### src/rtl/bcd_display_counter.sv
// Up/down multi-digit BCD counter with limit load, wrap/bounce modes and
// registered active-low 7-segment outputs, one display per digit.
module bcd_display_counter #(
  parameter int DIGITS = 2,
  parameter int DIV    = 12499999
) (
  input  logic                  clk_50MHz,
  input  logic                  rst_n,
  input  logic                  ena,
  input  logic                  load,
  input  logic [4*DIGITS-1:0]   limit,
  input  logic                  dir_toggle,
  input  logic                  bounce,
  output logic [4*DIGITS-1:0]   count,
  output logic [7*DIGITS-1:0]   seg,
  output logic                  count_up,
  output logic                  tick,
  output logic                  wrap
);

  localparam int              W     = 4 * DIGITS;
  localparam int              DW    = (DIV < 2) ? 1 : $clog2(DIV + 1);
  localparam logic [DW-1:0]   DIV_C = DW'(DIV);

  logic [DW-1:0]      r_div;
  logic [W-1:0]       r_limit;
  logic [W-1:0]       r_count;
  logic               r_up;
  logic               r_tick;
  logic               r_wrap;
  logic [7*DIGITS-1:0] r_seg;

  logic [W-1:0]       w_limit_sat;
  logic [W-1:0]       w_cnt_inc;
  logic [W-1:0]       w_cnt_dec;
  logic [W-1:0]       w_lim_dec;
  logic [DIGITS-1:0]  w_inc_carry;
  logic [DIGITS-1:0]  w_dec_borrow;
  logic [DIGITS-1:0]  w_lim_borrow;
  logic [7*DIGITS-1:0] w_seg_next;

  logic [DW-1:0]      w_div_next;
  logic [W-1:0]       w_limit_next;
  logic [W-1:0]       w_count_next;
  logic               w_up_next;
  logic               w_tick_next;
  logic               w_wrap_next;
  logic               w_reverse;

  logic               w_at_top;
  logic               w_at_zero;
  logic               w_lim_zero;

  function automatic logic [6:0] seg7(input logic [3:0] d);
    logic [6:0] s;
    case (d)
      4'd0:    s = 7'b1000000;
      4'd1:    s = 7'b1111001;
      4'd2:    s = 7'b0100100;
      4'd3:    s = 7'b0110000;
      4'd4:    s = 7'b0011001;
      4'd5:    s = 7'b0010010;
      4'd6:    s = 7'b0000010;
      4'd7:    s = 7'b1111000;
      4'd8:    s = 7'b0000000;
      4'd9:    s = 7'b0010000;
      default: s = 7'b0000111;
    endcase
    return s;
  endfunction

  // Packed BCD with valid digits orders the same as the binary value, so a
  // plain magnitude compare against the limit is exact.
  assign w_at_top   = (r_count >= r_limit);
  assign w_at_zero  = (r_count == '0);
  assign w_lim_zero = (r_limit == '0);

  genvar gi;
  generate
    for (gi = 0; gi < DIGITS; gi++) begin : g_digit
      logic [3:0] w_cd;
      logic [3:0] w_ld;
      logic [3:0] w_in;
      assign w_cd = r_count[4*gi +: 4];
      assign w_ld = r_limit[4*gi +: 4];
      assign w_in = limit[4*gi +: 4];

      assign w_limit_sat[4*gi +: 4] = (w_in > 4'd9) ? 4'd9 : w_in;

      // Carry/borrow ripple: a digit moves only when every lower digit rolls.
      if (gi == 0) begin : g_lsd
        assign w_inc_carry[gi]  = 1'b1;
        assign w_dec_borrow[gi] = 1'b1;
        assign w_lim_borrow[gi] = 1'b1;
      end else begin : g_upper
        assign w_inc_carry[gi]  = w_inc_carry[gi-1]  && (r_count[4*(gi-1) +: 4] == 4'd9);
        assign w_dec_borrow[gi] = w_dec_borrow[gi-1] && (r_count[4*(gi-1) +: 4] == 4'd0);
        assign w_lim_borrow[gi] = w_lim_borrow[gi-1] && (r_limit[4*(gi-1) +: 4] == 4'd0);
      end

      assign w_cnt_inc[4*gi +: 4] = !w_inc_carry[gi]  ? w_cd :
                                    (w_cd == 4'd9)    ? 4'd0 : w_cd + 4'd1;
      assign w_cnt_dec[4*gi +: 4] = !w_dec_borrow[gi] ? w_cd :
                                    (w_cd == 4'd0)    ? 4'd9 : w_cd - 4'd1;
      assign w_lim_dec[4*gi +: 4] = !w_lim_borrow[gi] ? w_ld :
                                    (w_ld == 4'd0)    ? 4'd9 : w_ld - 4'd1;

      assign w_seg_next[7*gi +: 7] = seg7(w_cd);
    end
  endgenerate

  always_comb begin
    w_div_next   = r_div;
    w_limit_next = r_limit;
    w_count_next = r_count;
    w_up_next    = r_up;
    w_tick_next  = 1'b0;
    w_wrap_next  = 1'b0;
    w_reverse    = 1'b0;
    if (load) begin
      w_limit_next = w_limit_sat;
      w_count_next = '0;
      w_div_next   = '0;
    end else begin
      if (ena) begin
        if (r_div == DIV_C) begin
          w_div_next  = '0;
          w_tick_next = 1'b1;
          if (r_up) begin
            if (w_at_top) begin
              w_wrap_next = 1'b1;
              if (bounce) begin
                w_up_next    = 1'b0;
                w_reverse    = 1'b1;
                w_count_next = w_lim_zero ? '0 : w_lim_dec;
              end else begin
                w_count_next = '0;
              end
            end else begin
              w_count_next = w_cnt_inc;
            end
          end else begin
            if (w_at_zero) begin
              w_wrap_next = 1'b1;
              if (bounce) begin
                w_up_next    = 1'b1;
                w_reverse    = 1'b1;
                w_count_next = w_lim_zero ? '0 : W'(1);
              end else begin
                w_count_next = r_limit;
              end
            end else begin
              w_count_next = w_cnt_dec;
            end
          end
        end else begin
          w_div_next = r_div + DW'(1);
        end
      end
      // A bounce reversal already sets the direction; a coincident toggle is dropped.
      if (dir_toggle && !w_reverse) begin
        w_up_next = ~r_up;
      end
    end
  end

  always_ff @(posedge clk_50MHz or negedge rst_n) begin
    if (!rst_n) begin
      r_div   <= '0;
      r_limit <= {DIGITS{4'h9}};
      r_count <= '0;
      r_up    <= 1'b1;
      r_tick  <= 1'b0;
      r_wrap  <= 1'b0;
      r_seg   <= {DIGITS{7'b1000000}};
    end else begin
      r_div   <= w_div_next;
      r_limit <= w_limit_next;
      r_count <= w_count_next;
      r_up    <= w_up_next;
      r_tick  <= w_tick_next;
      r_wrap  <= w_wrap_next;
      r_seg   <= w_seg_next;
    end
  end

  assign count    = r_count;
  assign seg      = r_seg;
  assign count_up = r_up;
  assign tick     = r_tick;
  assign wrap     = r_wrap;

endmodule
### config.mk
export PLATFORM = sky130hd
export DESIGN_NAME = bcd_display_counter
export DESIGN_NICKNAME = d
export VERILOG_FILES = /design/src/rtl/bcd_display_counter.sv
export SDC_FILE = /design/constraint.sdc
export NUM_CORES = 1
export LEC_CHECK = 0
export BUFFER_PORTS_ARGS = -buffer_cell sky130_fd_sc_hd__buf_2
export CORE_ASPECT_RATIO = 0.75
export CORE_UTILIZATION = 59
export CTS_CLUSTER_DIAMETER = 50
export DETAILED_ROUTE_END_ITERATION = 16
export PLACE_DENSITY = 0.8
export SYNTH_ARGS = -nofsm -noshare
export SYNTH_HDL_FRONTEND = slang
export SYNTH_SLANG_ARGS = --single-unit
export TNS_END_PERCENT = 20
### constraint.sdc
create_clock -name clk_50MHz -period 2.7 [get_ports clk_50MHz]
set_input_delay 0 -clock clk_50MHz [delete_from_list [all_inputs] [get_ports clk_50MHz]]
set_output_delay 0 -clock clk_50MHz [all_outputs]
set_load 0.1 [all_outputs]
## After elaboration in Yosys (flattened, before gate mapping)

Memory sizes are Yosys's and may differ from the RTL's. A register that Yosys moved wholly into a read port is not among the register bits.
Index checks and enable logic that the tools add are counted.

| cells by class | value |
|---|---|
| add/subtract/negate cells | 7 |
| order comparisons | 3 |
| equal/unequal tests | 4 |
| multiplexer cells | 46 |
| bitwise logic cells | 2 |
| reductions and logical operators | 18 |

Operators by type and width:

| kind | number |
|---|---|
| $mux 24 | 3 |
| $mux 8 | 9 |
| $mux 4 | 11 |
| $add 24x1->24 const B | 1 |
| $eq 24x24->1 const B | 1 |
| $mux 1 | 23 |
| $logic_not 4->1 | 4 |
| $logic_not 8->1 | 2 |
| $sub 4x1->4 const B | 4 |
| $add 4x1->4 const B | 2 |
| $eq 4x4->1 const B | 2 |
| $ge 8x8->1 | 1 |
| $gt 4x4->1 const B | 2 |
| $reduce_bool 2->1 | 4 |
| $ne 4x2->1 const B | 1 |
| $reduce_and 4->1 | 1 |
| $reduce_bool 4->1 | 1 |
| $logic_not 1->1 | 3 |
| $reduce_and 3->1 | 1 |
| $not 1->1 | 2 |
| $reduce_and 2->1 | 1 |
| $logic_and 1x1->1 | 1 |

| storage, ports and cells | value |
|---|---|
| bits in registers | 43 |
| ROM bits | 224 |
| input port bits | 14 |
| memories | 2 |

Memory list:

| name | depth | width | rd ports | clocked after memory_dff | wr ports | RTL line | text |
|---|---|---|---|---|---|---|---|
| (no name shown) | 16 | 7 | 1 | 1 | 0 | 56 | `case (d)` |
| (no name shown) | 16 | 7 | 1 | 1 | 0 | 56 |  |

## Depth between registers and ports, before layout

| depth | value |
|---|---|
| depth in word-level cells | 10 |
| depth in mapped cells | 9 |
| mapped depth without buffers | 8 |

## Least setup slack after synthesis

No wires, ideal clock.

| timing | value |
|---|---|
| path kind | register -> register |
| from | register r_count[0], in the netlist count[0] |
| to | register r_count[1], in the netlist count[1] |
| setup time | 0.133 ns |
| arrival | 2.972 ns |
| required time | 2.567 ns |
| path slack | -0.405 ns |
| stages on the path, launching flop included | 10 |
| path buffers | 1 |
| cells stage by stage | dfrtp_1 -> inv_1 -> ha_1 -> nand2b_1 -> a2111oi_0 -> o41ai_2 -> buf_6 -> and4b_1 -> o31ai_1 -> o22ai_1 |

| between the ends | value |
|---|---|
| longest elaborated chain between the ends | 7 |
| elaborated cells between the ends (all ways) | 14 |
| those cells by class | add/sub (2); order compare (1); eq/ne (1); mux (8); reduce/logical (2) |

RTL lines:

| element | RTL line | text |
|---|---|---|
| start: declaration | 27 | `logic [W-1:0] r_count;` |
| start signal: assignment | 179 | `r_count <= w_count_next;` |
| $sub 4x1->4 (tied with other cells) | 104 | `(w_cd == 4'd0) ? 4'd9 : w_cd - 4'd1;` |
| $mux 4, on equally long branches | 104, 102 |  |
| $mux 8, on equally long branches | 143, 130 |  |
| $mux 8 * | 129 | `if (r_up) begin` |
| $mux 8 * | 126 | `if (r_div == DIV_C) begin` |
| $mux 8 * | 125 | `if (ena) begin` |
| $mux 8 * | 120 | `if (load) begin` |

Every way passes the cells marked *; elsewhere a longest branch is shown, timed or not. The select of a mux whose other input is x is not followed.
A chain may end at the register's enable or synchronous reset.

## Worst setup path in the final report

| timing | value |
|---|---|
| from | register r_limit[0] |
| to | register r_count[6], in the netlist count[6] |

| between the ends | value |
|---|---|
| longest elaborated chain between the ends | 9 |
| elaborated cells between the ends (all ways) | 13 |
| those cells by class | order compare (1); eq/ne (1); mux (8); reduce/logical (3) |

RTL lines:

| element | RTL line | text |
|---|---|---|
| start: declaration | 26 | `logic [W-1:0] r_limit;` |
| start signal: assignment | 170 | `r_limit <= {DIGITS{4'h9}};` |
| start signal: assignment | 178 | `r_limit <= w_limit_next;` |
| branches (longest 9 deep; another with $ge 8x8->1) | - |  |

Several ways; the timed one is not identified. The select of a mux whose other input is x is not followed.

==> results.json <==
{
  "max_cap_violations": 0,
  "synth_area_um2": 3600,
  "crit_end": "count[6]",
  "cts_buffer_depth": 2,
  "power.total_mw": 2.20,
  "r2r_start": "r_limit[0]",
  "boundaryPins": 39,
  "ys_ff_latch": 57,
  "ys_warn_count": 0,
  "path_depth": 8,
  "grt_max_degree": 43,
  "overflow": 0,
  "cts_made_buffers": 9,
  "period_minus_slack_ns": 2.61,
  "yosysSeqAreaShare_pct": 39.8,
  "antennaDiodeCount": 0,
  "hold_path_class": "input port to flop",
  "startpoint_type": "flop",
  "fmax_ghz": 0.384,
  "drt_iter0_drc": 462,
  "cts-root-buf": "clkbuf_8",
  "grt_pass1_vias": 2858,
  "cp_top_family": "compound AO/OA/AOI/OAI gates",
  "die_y_um": 69.7,
  "slew_headroom_pct": 59.0,
  "ys.flop_type": "dfrtp_1",
  "wl_per_cell_um": 16.4,
  "startpoint": "r_limit[0]",
  "clk_pin_slew_ns": 0.07,
  "drv_slew": 0,
  "die_w_um": 92.2,
  "firstDrtPassIters": 5,
  "power.leakage_nw": 1.96,
  "drive_gt1_share_pct": 20.7,
  "cts.sinks": 57,
  "port_buffers": 38,
  "critPathRequiredTime_ns": 2.98,
  "setup_viol": 0,
  "r2r_cells": 8,
  "period_share_pct": 96.5,
  "dp_hpwl_um": 6220,
  "syn_nets": 438,
  "path_class": "flop to flop",
  "cts_max_level": 3,
  "areaGrowthSynthToFinish_pct": 18.2,
  "initial_core_util_pct": 61.5,
  "instances_no_fill": 542,
  "rsz0062_at_grt": "no",
  "num_rows": 24,
  "clock_latency_ns": 0.35,
  "dp_cells": 516,
  "ys_types": 63,
  "grt_pass1_wl_um": 14500,
  "wirelength_um": 8880,
  "dr_total_vias": 3326,
  "worst_slew_pin_slew_ns": 0.610,
  "synth_edf_count": 0,
  "finalSetupTns_ns": 0,
  "powerDensity_nw_per_um2": 516,
  "antenna_left": 0,
  "skew_ns": 0.0110,
  "antenna_found_initial": 0,
  "async_reset_ff_share_pct": 100,
  "r2r-end": "count[6]",
  "nNetsFinal": 492,
  "rrSetupSlack_ns": 0.09,
  "avgSynthCellArea_um2": 8.90,
  "status": "finished, final reports clean",
  "arrival_ns": 2.89,
  "final_hold_viol_count": 0,
  "path_cells": "ha_1 -> nand2b_1 -> a2111oi_1 -> o41ai_2 -> buf_4 -> o22a_1 -> a21oi_1 -> a22o_1",
  "crit_buf_inv": 1,
  "fillers": 437,
  "crit_fanout": 15,
  "end_kind": "flop",
  "drc": 0,
  "die_area_um2": 6430,
  "gp_congestion": 0.921,
  "max_stage_delay_ns": 0.57,
  "cts_tree": "built",
  "ir_worst_vdd_mv": 0.544,
  "netlist_instances": 405,
  "grt_util_all_layers_pct": 29.3,
  "vias_per_cell": 6.14,
  "coreArea_um2": 5860,
  "crit_slowest_cell": "dfstp_2"
}
[cell usage after synthesis (all sizes together) (6+ instances only)]
cell	number	share of area [%]
dfrtp	50	35
nor2	45	4.7
nand2	35	3.7
o21ai	35	4.9
a21oi	33	4.6
inv	21	2.2
ha	19	6.6
clkbuf	12	1.2
nand3	12	1.7
xnor2	10	2.4
nand4	9	1.7
o22ai	9	1.6
o31ai	8	1.7
buf	7	1.5
dfstp	7	5.1
nor4	7	1.4
o21a	7	1.5
a31oi	6	1.0
[stage by stage]
stage,area [µm²],setup WS (ns),utilization (%),hold slack (ns)
floorplan,3610,0.0186,-,-0.296
global placement,3910,0.281,66.7,-0.0717
detailed placement,3910,0.224,66.7,-0.0659
CTS,4260,0.0499,72.7,0.00916
global route,4260,0.0457,72.8,0.0115
finish,4260,0.0934,72.8,0.0199
[worst reg2reg max path: cells and delay by family (launching register included)]
family / cells / cell delay [ns]
compound gates: 5 / 1.40
flops: 1 / 0.57
buf+inv: 1 / 0.21
fa+ha+maj: 1 / 0.23
simple gates: 1 / 0.14
[registers in the layout (all words and copies together) (netlist names)]
name	cells
r_div	24
wrap	1
count_up	1
tick	1
seg	14
count	8
r_limit	8
[cell usage in the layout (no fill, tap or decap), types with 3 or more instances in the layout]
cell type / n
dfrtp_1: 47
nor2_1: 45
buf_2: 38
nand2_1: 34
a21oi_1: 33
o21ai_0: 25
inv_1: 21
ha_1: 19
buf_4: 14
nand3_1: 12
clkbuf_8: 11
xnor2_1: 10
o21ai_1: 10
dlygate4sd3_1: 10
o22ai_1: 9
nand4_1: 8
o31ai_1: 8
o21a_1: 7
dfstp_2: 7
a31oi_1: 6
nor4_1: 6
nand2b_1: 5
mux2i_1: 4
xor2_1: 4
and3_1: 4
a22o_1: 4
o211ai_1: 4
nor3b_1: 3
a21o_1: 3
bufinv_16: 3
[power by group]
| part | switching [mW] | total [mW] | internal (mW) |
|---|---|---|---|
| Sequential | 0.0399 | 0.922 | 0.882 |
| Clock | 0.355 | 1.02 | 0.666 |
| Combinational | 0.160 | 0.258 | 0.0975 |
[what timing repair did]
action	CTS	global route
hold endpoints to repair	23	0
setup endpoints to repair	0	5
setup buffers	0	0
resized for setup	0	1
hold buffers	10	0
[worst min-delay path by stage]
stage / from / end / slack (ns) / depth (start not counted)
2_1_floorplan: rst_n / count[1] / -0.30 / 0
3_3_place_gp: rst_n / seg[1] / -0.07 / 1
3_5_place_dp: rst_n / seg[1] / -0.07 / 1
4_1_cts: dir_toggle / count_up / 0.009 / 4
5_1_grt: dir_toggle / count_up / 0.01 / 4
6_report: dir_toggle / count_up / 0.02 / 4
[logic make-up after synthesis]
family          synth area share, %
buf+inv                        4.90
mux                            1.74
flops                          39.8
fa+ha+maj                      6.60
compound gates                 23.2
simple gates                   20.3
xor+xnor                       3.40
[routing by layer]
layer  global-route usage [%]  part of all wire (%)  up-vias
li1                         -                     -     1586
met1                     47.5                    49     1558
met2                     38.9                    42      167
met3                     6.03                   8.0       15
met4                     8.16                   1.1        0
met5                        0                     0        -
[area by class of cell]
class	count	area (µm²)	share of cell area [%]
timing repair buffer	62	395	9.28
multi-input combinational	308	1990	46.8
tap	78	97.6	2.29
clock buffer	12	155	3.64
inverter	21	78.8	1.85
sequential	57	1440	33.8
clock inverter	4	98.8	2.32
Power figures use the tool's default switching activity.
